==> config.mk <==
export PLATFORM = sky130hd
export DESIGN_NAME = wb_stage
export DESIGN_NICKNAME = d
export VERILOG_FILES = /design/src/rtl/wb_stage.sv
export SDC_FILE = /design/constraint.sdc
export NUM_CORES = 1
export LEC_CHECK = 0
export ABC_CLOCK_PERIOD_IN_PS = 4200
export BUFFER_PORTS_ARGS = -buffer_cell sky130_fd_sc_hd__buf_2
export CORE_ASPECT_RATIO = 0.9
export CORE_MARGIN = 2
export CORE_UTILIZATION = 51
export CTS_BUF_LIST = sky130_fd_sc_hd__clkbuf_16
export DETAILED_ROUTE_END_ITERATION = 6
export GPL_ROUTABILITY_DRIVEN = 0
export PLACE_DENSITY = 0.84
export RECOVER_POWER = 50
export SLEW_MARGIN = 20
export SYNTH_ARGS = -nofsm -noshare
export SYNTH_HDL_FRONTEND = slang
export SYNTH_SLANG_ARGS = --single-unit
==> constraint.sdc <==
create_clock -name clk -period 4.2 [get_ports clk]
set_input_delay 0.84 -clock clk [delete_from_list [all_inputs] [get_ports clk]]
set_output_delay 0.84 -clock clk [all_outputs]
set_load 0.02 [all_outputs]
==> src/rtl/wb_stage.sv <==
// wb_stage: RV64 writeback stage that aligns and extends load results and drives the GPR write port.
// Define WB_COMMIT_CNT_EN to build the 64-bit retired-instruction counter; otherwise commit_cnt is 0.
module wb_stage #(
    parameter int XLEN = 64
) (
    input  logic            clk,
    input  logic            rstn,
    input  logic            in_valid,
    output logic            in_ready,
    input  logic            in_wen,
    input  logic [4:0]      in_rd,
    input  logic [XLEN-1:0] in_data,
    input  logic            in_is_load,
    input  logic [1:0]      in_ld_size,
    input  logic            in_ld_unsigned,
    input  logic [2:0]      in_ld_offset,
    input  logic            ld_rsp_valid,
    input  logic [XLEN-1:0] ld_rsp_data,
    output logic            rf_wr_en,
    output logic [4:0]      rf_index_rd,
    output logic [XLEN-1:0] rf_data_rd,
    output logic            rf_update,
    output logic [63:0]     commit_cnt
);
    typedef enum logic [1:0] {IDLE, WAIT_LD, COMMIT} state_t;
    state_t state, state_nx;
    logic            h_wen, h_uns, fire;
    logic [4:0]      h_rd;
    logic [1:0]      h_size;
    logic [2:0]      h_off, eff_off;
    logic [XLEN-1:0] sh, ld_val;
    assign in_ready = state != WAIT_LD;
    assign fire     = in_valid && in_ready;
    always_comb begin
        state_nx = state;
        if (state == WAIT_LD)
            state_nx = ld_rsp_valid ? COMMIT : WAIT_LD;
        else
            state_nx = fire ? (in_is_load ? WAIT_LD : COMMIT) : IDLE;
    end
    // Offset bits below the access size are dropped, so misaligned loads read the enclosing field.
    always_comb begin
        eff_off = h_size == 2'd0 ? h_off :
                  h_size == 2'd1 ? {h_off[2:1], 1'b0} :
                  h_size == 2'd2 ? {h_off[2], 2'b00} : 3'd0;
        sh      = ld_rsp_data >> {eff_off, 3'b000};
        ld_val  = h_size == 2'd0 ? {{(XLEN-8){~h_uns & sh[7]}}, sh[7:0]} :
                  h_size == 2'd1 ? {{(XLEN-16){~h_uns & sh[15]}}, sh[15:0]} :
                  h_size == 2'd2 ? {{(XLEN-32){~h_uns & sh[31]}}, sh[31:0]} : sh;
    end
    always_ff @(posedge clk or negedge rstn) begin
        if (!rstn) begin
            state       <= IDLE;
            h_wen       <= 1'b0;
            h_uns       <= 1'b0;
            h_rd        <= '0;
            h_size      <= '0;
            h_off       <= '0;
            rf_update   <= 1'b0;
            rf_wr_en    <= 1'b0;
            rf_index_rd <= '0;
            rf_data_rd  <= '0;
        end else begin
            state     <= state_nx;
            rf_update <= state_nx == COMMIT;
            rf_wr_en  <= 1'b0;
            if (fire) begin
                h_wen  <= in_wen;
                h_uns  <= in_ld_unsigned;
                h_rd   <= in_rd;
                h_size <= in_ld_size;
                h_off  <= in_ld_offset;
            end
            if (state == WAIT_LD && ld_rsp_valid) begin
                rf_wr_en    <= h_wen && h_rd != 5'd0;
                rf_index_rd <= h_rd;
                rf_data_rd  <= ld_val;
            end else if (fire && !in_is_load) begin
                rf_wr_en    <= in_wen && in_rd != 5'd0;
                rf_index_rd <= in_rd;
                rf_data_rd  <= in_data;
            end
        end
    end
`ifdef WB_COMMIT_CNT_EN
    always_ff @(posedge clk or negedge rstn) begin
        if (!rstn)
            commit_cnt <= '0;
        else if (state == COMMIT)
            commit_cnt <= commit_cnt + 64'd1;
    end
`else
    assign commit_cnt = 64'd0;
`endif
endmodule
**Word-level counts from Yosys, hierarchy flattened**

Index checks and enable logic that the tools add are counted.

- Register bits: 85
- Output and inout port bits: 136
- Word-level logic and storage cells: 46

- Equality and inequality tests: 5
- Shift operators: 1
- Mux-type cells: 16
- Bitwise operators: 4
- Reduce and logical (&&, ||, !) cells: 10

Operator list:

| cell | count |
|---|---|
| $mux 64 | 5 |
| $shr 64x6->64 | 1 |
| $mux 5 | 2 |
| $reduce_bool 5->1 | 2 |
| $mux 3 | 3 |
| $mux 2 | 4 |
| $logic_and 1x1->1 | 5 |
| $eq 2x1->1 const B | 2 |
| $eq 2x2->1 const B | 2 |
| $and 1x1->1 | 3 |
| $logic_not 2->1 | 1 |
| $mux 1 | 2 |
| $ne 2x1->1 const B | 1 |
| $reduce_bool 2->1 | 1 |
| $logic_not 1->1 | 1 |
| $not 1->1 | 1 |

**Logic depth before layout (Yosys ltp)**

Gate-level depths: netlist of the first run.

- Word-level depth: 10
- Gate-level depth with buffers: 10

**Worst setup path before layout of the first run**

OpenSTA, ideal clock, no wires.

- Kind: input -> register
- Start point: input port ld_rsp_data[23]
- End point: register rf_data_rd[31]
- Arrival time: 2,250 ps
- Required time: 4,071 ps
- Setup slack: 1,821 ps
- Cell stages on the path: 6
- Path buffers: 1
- Cells stage by stage: mux2_2 -> a211oi_1 -> a2111oi_4 -> nor3_2 -> buf_6 -> a22oi_2

- Longest elaborated chain between the ends: 5

RTL lines:

| item | RTL line | RTL |
|---|---|---|
| from (decl) | 18 | `input logic [XLEN-1:0] ld_rsp_data,` |
| $shr 64x6->64 * | 46 | `sh = ld_rsp_data >> {eff_off, 3'b000};` |
| $mux 64 or $and 1x1->1 (tied branches) | 49, 48 |  |
| $mux 64 | 48 | `h_size == 2'd1 ? {{(XLEN-16){~h_uns & sh[15]}}, sh[15:0]} :` |
| $mux 64 * | 47 | `ld_val = h_size == 2'd0 ? {{(XLEN-8){~h_uns & sh[7]}}, sh[7:0]} :` |
| $mux 64 * | 74 | `if (state == WAIT_LD && ld_rsp_valid) begin` |
| to (signal assigned) | 77 | `rf_data_rd <= ld_val;` |
| to (signal assigned) | 81 | `rf_data_rd <= in_data;` |
| to (decl) | 21 | `output logic [XLEN-1:0] rf_data_rd,` |

Every way passes the cells marked *; elsewhere a longest branch is shown, timed or not.
A chain may end at the register's enable or synchronous reset.

**Worst setup path after layout of the first run**

- Start point: register h_size[0]
- End point: register rf_data_rd[42]

- Longest elaborated chain between the ends: 10

RTL lines:

| item | RTL line | RTL |
|---|---|---|
| from (decl) | 29 | `logic [1:0] h_size;` |
| from (signal assigned) | 71 | `h_size <= in_ld_size;` |
| $eq 2x2->1 | 45, 49 |  |
| $mux 3 | 45 | `h_size == 2'd2 ? {h_off[2], 2'b00} : 3'd0;` |
| $mux 3 | 44 | `h_size == 2'd1 ? {h_off[2:1], 1'b0} :` |
| $mux 3 | 43 | `eff_off = h_size == 2'd0 ? h_off :` |
| $shr 64x6->64 | 46 |  |
| $and 1x1->1 | 49 | `h_size == 2'd2 ? {{(XLEN-32){~h_uns & sh[31]}}, sh[31:0]} : sh;` |
| $mux 64 | 49 |  |
| $mux 64 | 48 |  |
| $mux 64 * | 47 |  |
| $mux 64 * | 74 |  |

Marks and branches as above.

==> impl_metrics.csv, run 1 <==
group,metric,value,unit
pwr,p_leak,3.35,nW
yosys,ys_seq_area_share,36.1,%
yosys,synth_top_family_by_area,"compound AO/OA/AOI/OAI gates",
yosys,synth-compound-area-share,22.9,%
yosys,synth-simple-area-share,20.6,%
global_routing,grt_pass1_wl,29800,µm
sta,tightestPinTransition,2.17,ns
sta,maxSlewHeadroom,-44.9,%
route,dr.pass1.iters,7,
yosys,synth_flop_cell,"dfrtp_1",
cts,clkLatencyLatePin,0.35,ns
cts,cts_tree,"done",
cts,hold_buffers,0,
floorplanning,std_cell_rows,37,
layout,fillCellCount,1044,
yosys,ys_ff_latch,85,
global_routing,grt_overflow,0,
layout,final_area,7050,µm²
run,maxCapViolations,1,
cts,cts_resized,0,
outcome,status,"finished with violations",
yosys,synthTopCellsByCount,"nand2_1, dfrtp_1, buf_4",
setup_path,cp-end-kind,"flop",
cts,ctsLongestPathBuffers,2,
yosys,synth_top_area_share,36.1,%
yosys,async_reset_ff_share,100,%
route,postRouteAntennaNets,0,
outcome,failed_checks,"max-capacitance violations, max-slew violations",
sta,hold_viol,0,
min_path,worstHoldPathType,"flop to flop",
layout,fin_util,62.1,%
placed_design,dp_slack,0.992,ns
cts,postCtsSetupBuffers,0,
yosys,synth_most_common_cell,"nand2_1",
cts,clockRootBuffer,"clkbuf_16",
pwr,max-vdd-ir-drop,354,µV
route,drc,0,
cts,htree_levels,3,
route,wirelength,19700,µm
yosys,synth_edf_count,0,
yosys,yosysWarnings,0,
floorplanning,die_area,12400,µm²
yosys,netlist_area,5880,µm²
sta,min_period,3.29,ns
cts,cts_inserted_buffers,9,
sta,finClkSkew,0.00990,ns
placed_design,place_area,6780,µm²
pwr,power_density,494,nW/µm²
sta,setup_slack,0.915,ns
sta,fmax,304,MHz
floorplanning,start_util,51.9,%
global_routing,grt_max_degree,86,
floorplanning,io_pins,281,
setup_path,start_kind,"flop",
sta,rsz0062_at_grt,"no",
yosys,synth-xor-area-share,0,%
route,avgRoutedWirePerCell,19.1,µm
pwr,power,3.48,mW
route,num_vias,5791,
floorplanning,die_w,117,µm
placed_design,port-buffer-count,216,
yosys,synthTopCellsByArea,"dfrtp_1, nand2_1, buf_4",
sta,setup_tns,0,ns
sta,finalMaxSlewViolations,86,
layout,fin_nets,1014,
layout,syn_to_final_growth,19.7,%
placed_design,placedCellCount,1014,
setup_path,cp_data_required_time,4.37,ns
placed_design,hpwl,14700,µm
yosys,synthMuxAreaShare,7.21,%
yosys,ys_types,48,
global_routing,antenna_found_initial,4,
yosys,syn_avg_cell_area,8.55,µm²
route,vias_per_cell,5.61,
sta,fin_crit_sh,78.2,%
floorplanning,die_height,106,µm
sta,setup_viol,0,
yosys,synth_adder_area_share,0,%
layout,drive_gt1_share,32.5,%
cts,clk_pin_slew_worst_paths,0.07,ns
global_routing,grt_usage,31.5,%
setup_path,cp_max_fo,16,
route,drtIter0Drc,641,
global_routing,grt_pass1_vias,5503,
setup_path,worstSetupPathType,"flop to flop",
setup_path,worstPathArrival,3.45,ns
layout,fin_cells,1032,
floorplanning,core_region_area,11300,µm²
yosys,yosys.area.top_type,"dfrtp_1",
cts,clock_sinks,85,
sta,hold_slack,0.515,ns
yosys,syn_inst,688,
==> cells by family after synthesis <==
| group | Yosys count |
|---|---|
| and+or+nand+nor | 267 |
| AOI/OAI and AO/OA | 178 |
| buffers and inverters | 128 |
| DFF | 85 |
| muxes | 29 |
| other | 1 |
==> worst paths after layout <==
kind	end	slack [ns]	cells after the start	from
worst max-delay path	rf_data_rd[42]	0.91	6	h_size[0]
worst min-delay path	h_wen	0.51	1	h_wen
worst max register to register	rf_data_rd[42]	0.91	6	h_size[0]
worst min register to register	h_wen	0.51	1	h_wen
max in group asynchronous	rf_data_rd[7]	1.78	1	rstn
min in group asynchronous	h_off[2]	1.07	1	rstn
==> layer usage <==
layer  vias up  global-route usage, %  part of all wire [%]
li1       2651                      -                     -
met1      2744                   42.2                    40
met2       343                   48.2                    46
met3        51                   8.78                    10
met4         2                   12.3                   3.4
met5         -                      0                 0.051
==> power breakdown <==
group          switching, mW  leakage [nW]  total [mW]  internal, mW
sequential             0.164          1.02        1.20          1.04
clock                  0.363         0.141       0.833         0.469
combinational          0.933          2.19        1.44         0.510
total                   1.46          3.35        3.48          2.02
==> critical path: stages (launching register included) <==
cell and delay [ns]:
dfrtp_1 0.62, nand2b_1 0.42, mux2_2 0.40, a211oi_1 0.40
a2111oi_4 0.15, nor4_4 0.88, a22oi_1 0.23
==> cell usage in the layout, fill, tap and decap left out, types with 2 or more instances in the layout <==
master and instances:
a21o_1 2, a211oi_1 9, buf_4 13, buf_2 181, nand2b_1 7, or3b_2 4
inv_1 4, nand2_1 174, inv_6 2, a32oi_1 7, o22ai_1 7, conb_1 64
and3_1 11, dfrtp_1 85, a21oi_1 45, nand3_1 16, or4_1 2, a31oi_1 20
o211ai_1 11, mux2_2 17, or2_2 3, diode_2 2, clkinvlp_4 3, nor2_1 17
mux2i_1 3, clkbuf_16 9, nor2_4 2, a22oi_1 14, o21ai_0 26, and2_1 22
a22oi_2 21, clkbuf_1 34, mux4_2 9, a32oi_2 9
==> cell type report <==
| class | instances | area [µm²] | share of cell area [%] |
|---|---|---|---|
| Antenna cell | 2 | 5.00 | 0.0710 |
| Clock buffer | 9 | 225 | 3.20 |
| Clock inverter | 7 | 81.3 | 1.15 |
| Inverter | 6 | 22.5 | 0.320 |
| Multi-Input combinational cell | 538 | 3250 | 46.2 |
| Sequential cell | 85 | 2130 | 30.2 |
| Tap cell | 156 | 195 | 2.77 |
| Timing Repair Buffer | 229 | 1140 | 16.1 |
==> flip-flops by register name, summed over array words and instances (netlist names) <==
name / cells
rf_data_rd: 64
h_rd: 5
rf_index_rd: 5
h_off: 3
h_size: 2
state: 2
h_uns: 1
h_wen: 1
rf_update: 1
rf_wr_en: 1
(Power assumes the default switching activity.)
==> inputs of run 2 (changes only) <==
Settings changed: ABC_CLOCK_PERIOD_IN_PS 4200 to 3000, CORE_UTILIZATION 51 to 43, PLACE_DENSITY 0.84 to 0.75.
Clock period 4.2 ns to 3 ns, I/O delays scaled along.
==> run 2 against run 1 <==
  * The flow still finishes with violations (max-capacitance violations, max-slew violations)
  * Wire length increased by 2.5%
  * Cell count increased by 2.3%
  * Hold slack got worse by 0.049 ns
  * First-iteration DRC count decreased by 25%
  * Global-route usage decreased by 4.4 points
  * Critical path type unchanged
  * Worst setup slack got worse by 0.50 ns
  * Fmax increased by 27%
  * Clock skew increased by 0.00078 ns
  * Combinational power increased by 45%
  * Sequential power increased by 37%
  * Clock power increased by 28%
  * Utilization decreased by 8.7 points
==> impl_metrics.csv, run 2 (synthesis gave the netlist of run 1 again) <==
group,metric,value,unit
cts,htree_levels,3,
layout,regMostFlops,"rf_data_rd",
layout,largestRegisters,"rf_data_rd x64, h_rd x5, rf_index_rd x5",
route,postRouteAntennaNets,0,
pwr,power,4.80,mW
cts,hold_buffers,0,
global_routing,antenna_found_initial,3,
sta,min_period,2.58,ns
outcome,status,"finished with violations",
min_path,worstHoldPathType,"input pin to flop",
floorplanning,die_w,127,µm
outcome,failed_checks,"max-capacitance violations, max-slew violations",
global_routing,grt_usage,27.1,%
setup_path,worstSetupPathType,"flop to flop",
sta,finalMaxSlewViolations,86,
floorplanning,die_height,115,µm
route,wirelength,20200,µm
pwr,power_density,673,nW/µm²
pwr,internal_power,2.77,mW
route,vias_per_cell,5.51,
pwr,swShare,42.3,%
sta,finClkSkew,0.0107,ns
floorplanning,std_cell_rows,40,
placed_design,hpwl,15400,µm
min_path,hold_path_end,"state[0]",
layout,syn_to_final_growth,21.2,%
pwr,p_leak,3.41,nW
min_path,min_from,"ld_rsp_valid",
route,drtIter0Drc,479,
run,maxCapViolations,1,
cts,ctsLongestPathBuffers,2,
route,num_vias,5821,
setup_path,start_kind,"flop",
pwr,clkPwrFrac,22.2,%
pwr,max-vdd-ir-drop,350,µV
setup_path,worstPathArrival,2.77,ns
setup_path,cp-end-kind,"flop",
floorplanning,die_area,14600,µm²
route,drc,0,
sta,hold_viol,0,
layout,largest_reg_flops,64,
layout,fin_nets,1025,
sta,fin_crit_sh,86.1,%
sta,fmax,387,MHz
sta,rsz0062_at_grt,"no",
cts,clkLatencyLatePin,0.34,ns
setup_path,cp_max_fo,33,
route,avgRoutedWirePerCell,19.1,µm
setup_path,rr_endpoint,"rf_data_rd[48]",
cts,clockRootBuffer,"clkbuf_16",
layout,final_cell_mix,"buf_2, nand2_1, dfrtp_1, conb_1, a21oi_1",
sta,maxSlewHeadroom,-46.0,%
sta,tightestPinTransition,2.19,ns
pwr,power.switching,2.03,mW
route,dr.pass1.iters,7,
global_routing,grt_max_degree,86,
global_routing,grt_pass1_vias,5549,
setup_path,r2r_start,"h_off[0]",
cts,clk_pin_slew_worst_paths,0.07,ns
setup_path,r2r_slack,0.42,ns
cts,clock_sinks,85,
cts,cts_tree,"done",
floorplanning,io_pins,281,
cts,postCtsSetupBuffers,0,
global_routing,grt_overflow,0,
cts,cts_inserted_buffers,9,
layout,drive_gt1_share,33.6,%
sta,setup_viol,0,
pwr,combinationalPowerShare,43.6,%
layout,fin_util,53.4,%
min_path,hold-path-cell-count,2,
setup_path,cp_data_required_time,3.19,ns
cts,cts_resized,0,
global_routing,grt_pass1_wl,30500,µm
setup_path,r2r_cells,8,
layout,multi_input_area,3250,µm²
placed_design,port-buffer-count,216,
layout,fillCellCount,1320,
sta,setup_tns,0,ns
layout,regArea,2130,µm²
floorplanning,core_region_area,13400,µm²
floorplanning,start_util,44.0,%
layout,final_common_cell,"buf_2",
pwr,pwr-share-seq,34.2,%
run 2: cell types whose count changed in the layout (fill, tap and decap cells not counted), sizes merged:
cell      change
clkinvlp      -1
buf          +13
clkinv        +2
clkbuf        -2
diode         +1
bufinv        -1
run 2: cell type report:
| type | count | share of cell area (%) |
|---|---|---|
| diodes | 3 | 0.105 |
| clock buffers | 9 | 3.16 |
| clock inverters | 7 | 0.789 |
| inverters | 6 | 0.316 |
| multi-input cells | 538 | 45.6 |
| flip-flops and latches | 85 | 29.8 |
| well taps | 168 | 2.95 |
| repair buffers | 240 | 17.3 |
run 2: how the worst max path moves through the flow:
| stage | from | to | depth (start not counted) |
|---|---|---|---|
| after floorplan | h_size[0] | rf_data_rd[51] | 8 |
| after global placement | h_off[0] | rf_data_rd[63] | 8 |
| after detailed placement | h_off[0] | rf_data_rd[48] | 8 |
| after CTS | h_off[0] | rf_data_rd[48] | 8 |
| after global routing | rstn | rf_data_rd[40] | 2 |
| final | h_off[0] | rf_data_rd[48] | 8 |
run 2: critical path, stage by stage (launching register included):
cell       delay [ns]
dfrtp_1          0.42
nand2b_1         0.11
buf_4            0.17
mux2_2           0.36
a211oi_1         0.38
a2111oi_4        0.15
nor3_4           0.18
buf_4            0.47
a22oi_1          0.18
run 2: metrics by stage:
step           hold WS [ns]  instance area, µm²  worst slack (ns)  instances
2_1_floorplan         0.304                6120             0.733        751
3_3_place_gp          0.488                6900             0.477       1037
3_5_place_dp          0.501                6900             0.419       1037
4_1_cts               0.310                7180             0.398       1053
5_1_grt               0.461                7130             0.250       1054
6_report              0.466                7130             0.417       1056
run 2: power groups by stage:
stage / clock network, mW / registers, mW / logic [mW]
6_report: 1.07 / 1.64 / 2.09
5_1_grt: 1.13 / 1.68 / 2.26
4_1_cts: 1.09 / 1.64 / 2.12
3_5_place_dp: 0 / 1.66 / 2.12
3_3_place_gp: 0 / 1.65 / 2.08
2_1_floorplan: 0 / 1.97 / 1.12
run 2: metal layers:
layer	wire length, µm	up-vias	GRT usage (%)
met3	1650	42	5.49
li1	-	2679	-
met4	548	0	9.16
met1	8590	2770	36.4
met2	9400	330	44.1
met5	0	-	0
==> inputs of run 3 (changes only) <==
Settings changed: RECOVER_POWER 50 to 25.
==> run 3 against run 2 <==
  * The run still ends with max-capacitance violations, max-slew violations left
  * Die area stayed put
  * Cell count did not move
  * Global-route usage unchanged
  * Via count up 1.0%
==> impl_metrics.csv, run 3 (synthesis gave the netlist of run 1 again) <==
group,metric,value,unit
route,drtIter0Drc,489,
floorplanning,die_height,115,µm
floorplanning,die_area,14600,µm²
layout,final_common_cell,"buf_2",
min_path,hold_path_end,"state[0]",
sta,finalMaxSlewViolations,86,
cts,clockRootBuffer,"clkbuf_16",
cts,clk_pin_slew_worst_paths,0.07,ns
global_routing,grt_usage,27.1,%
cts,hold_buffers,0,
layout,final_cell_mix,"buf_2, nand2_1, dfrtp_1, conb_1, a21oi_1",
sta,rsz0062_at_grt,"no",
setup_path,cpLargestDelayFamily,"compound AO/OA/AOI/OAI gates",
setup_path,cp_max_fo,33,
route,avgRoutedWirePerCell,19.1,µm
setup_path,worstPathArrival,2.77,ns
setup_path,worstPathCellList,"nand2b_1 > buf_4 > mux2_2 > a211oi_1 > a2111oi_4 > nor3_4 > buf_4 > a22oi_1",
sta,fmax,387,MHz
run,maxCapViolations,1,
outcome,status,"finished with violations",
setup_path,r2r_cells,8,
cts,clock_sinks,85,
placed_design,placedCellCount,1037,
global_routing,grt_pass1_vias,5549,
floorplanning,io_pins,281,
global_routing,busiest_layer,"met2",
sta,maxSlewHeadroom,-46.8,%
route,num_vias,5881,
min_path,hold-path-cell-count,2,
floorplanning,std_cell_rows,40,
layout,regMostFlops,"rf_data_rd",
min_path,min_from,"ld_rsp_valid",
cts,htree_levels,3,
cts,ctsLongestPathBuffers,2,
global_routing,grt_overflow,0,
route,wirelength,20100,µm
setup_path,critPathBufInv,2,
pwr,power,4.83,mW
layout,drive_gt1_share,37.1,%
cts,cts_resized,0,
setup_path,cp-end-kind,"flop",
setup_path,r2r_start,"h_off[0]",
floorplanning,die_w,127,µm
route,vias_per_cell,5.57,
global_routing,grt_max_degree,86,
setup_path,max_stage_delay,0.47,ns
floorplanning,core_region_area,13400,µm²
cts,cts_tree,"done",
global_routing,grt_pass1_wl,30500,µm
layout,fin_cells,1056,
pwr,max-vdd-ir-drop,350,µV
sta,tightestPinTransition,2.20,ns
sta,min_period,2.58,ns
placed_design,port-buffer-count,216,
floorplanning,start_util,44.0,%
placed_design,hpwl,15400,µm
pwr,p_leak,3.50,nW
route,postRouteAntennaNets,0,
route,drc,0,
setup_path,r2r_slack,0.42,ns
setup_path,cpMostUsedCell,"buf_4",
sta,setup_viol,0,
outcome,failed_checks,"max-capacitance violations, max-slew violations",
global_routing,use_met2,44.1,%
route,dr.pass1.iters,5,
global_routing,antenna_found_initial,3,
min_path,worstHoldPathType,"input pin to flop",
layout,fillCellCount,1313,
sta,setup_tns,0,ns
global_routing,use_met3,5.49,%
pwr,power_density,673,nW/µm²
global_routing,gr-usage-met1,36.4,%
layout,largestRegisters,"rf_data_rd x64, h_rd x5, rf_index_rd x5",
layout,fin_nets,1025,
sta,fin_crit_sh,86.2,%
layout,largest_reg_flops,64,
setup_path,cp_slowest_cell,"buf_4",
layout,syn_to_final_growth,21.9,%
cts,cts_inserted_buffers,9,
cts,postCtsSetupBuffers,0,
setup_path,start_kind,"flop",
sta,hold_slack,0.462,ns
cts,clkLatencyLatePin,0.34,ns
setup_path,worstSetupPathType,"flop to flop",
setup_path,cp_data_required_time,3.19,ns
setup_path,rr_endpoint,"rf_data_rd[48]",
sta,finClkSkew,0.0108,ns
sta,hold_viol,0,
-- run 3: how the worst max path moves through the flow --
stage | from | end | slack [ns] | cells after the start
floorplan | h_size[0] | rf_data_rd[51] | 0.73 | 8
global placement | h_off[0] | rf_data_rd[63] | 0.48 | 8
detailed placement | h_off[0] | rf_data_rd[48] | 0.42 | 8
CTS | h_off[0] | rf_data_rd[48] | 0.40 | 8
global route | rstn | rf_data_rd[40] | 0.25 | 2
finish | h_off[0] | rf_data_rd[48] | 0.42 | 8
-- run 3: routing by layer --
layer / vias up / share of wire [%]
li1: 2678 / -
met1: 2791 / 42
met2: 365 / 47
met3: 47 / 8.9
met4: 0 / 2.8
met5: - / 0
-- run 3: cell type report --
type / count / area [µm²] / area share (%)
Clock inverter: 7 / 56.3 / 0.785
Timing Repair Buffer: 240 / 1270 / 17.8
Multi-Input combinational cell: 538 / 3250 / 45.3
Sequential cell: 85 / 2130 / 29.6
Inverter: 6 / 22.5 / 0.314
Clock buffer: 9 / 225 / 3.14
Antenna cell: 3 / 7.51 / 0.105
Tap cell: 168 / 210 / 2.93
-- run 3: stage by stage --
stage          utilization (%)  setup slack [ns]  cell area (µm²)
2_1_floorplan                -             0.733             6120
3_3_place_gp              51.6             0.477             6900
3_5_place_dp              51.6             0.419             6900
4_1_cts                   53.8             0.398             7180
5_1_grt                   53.7             0.250             7170
6_report                  53.7             0.415             7180
-- run 3: report_power, final --
group,switching (mW),internal (mW)
registers,0.187,1.45
clock network,0.494,0.572
logic,1.34,0.781
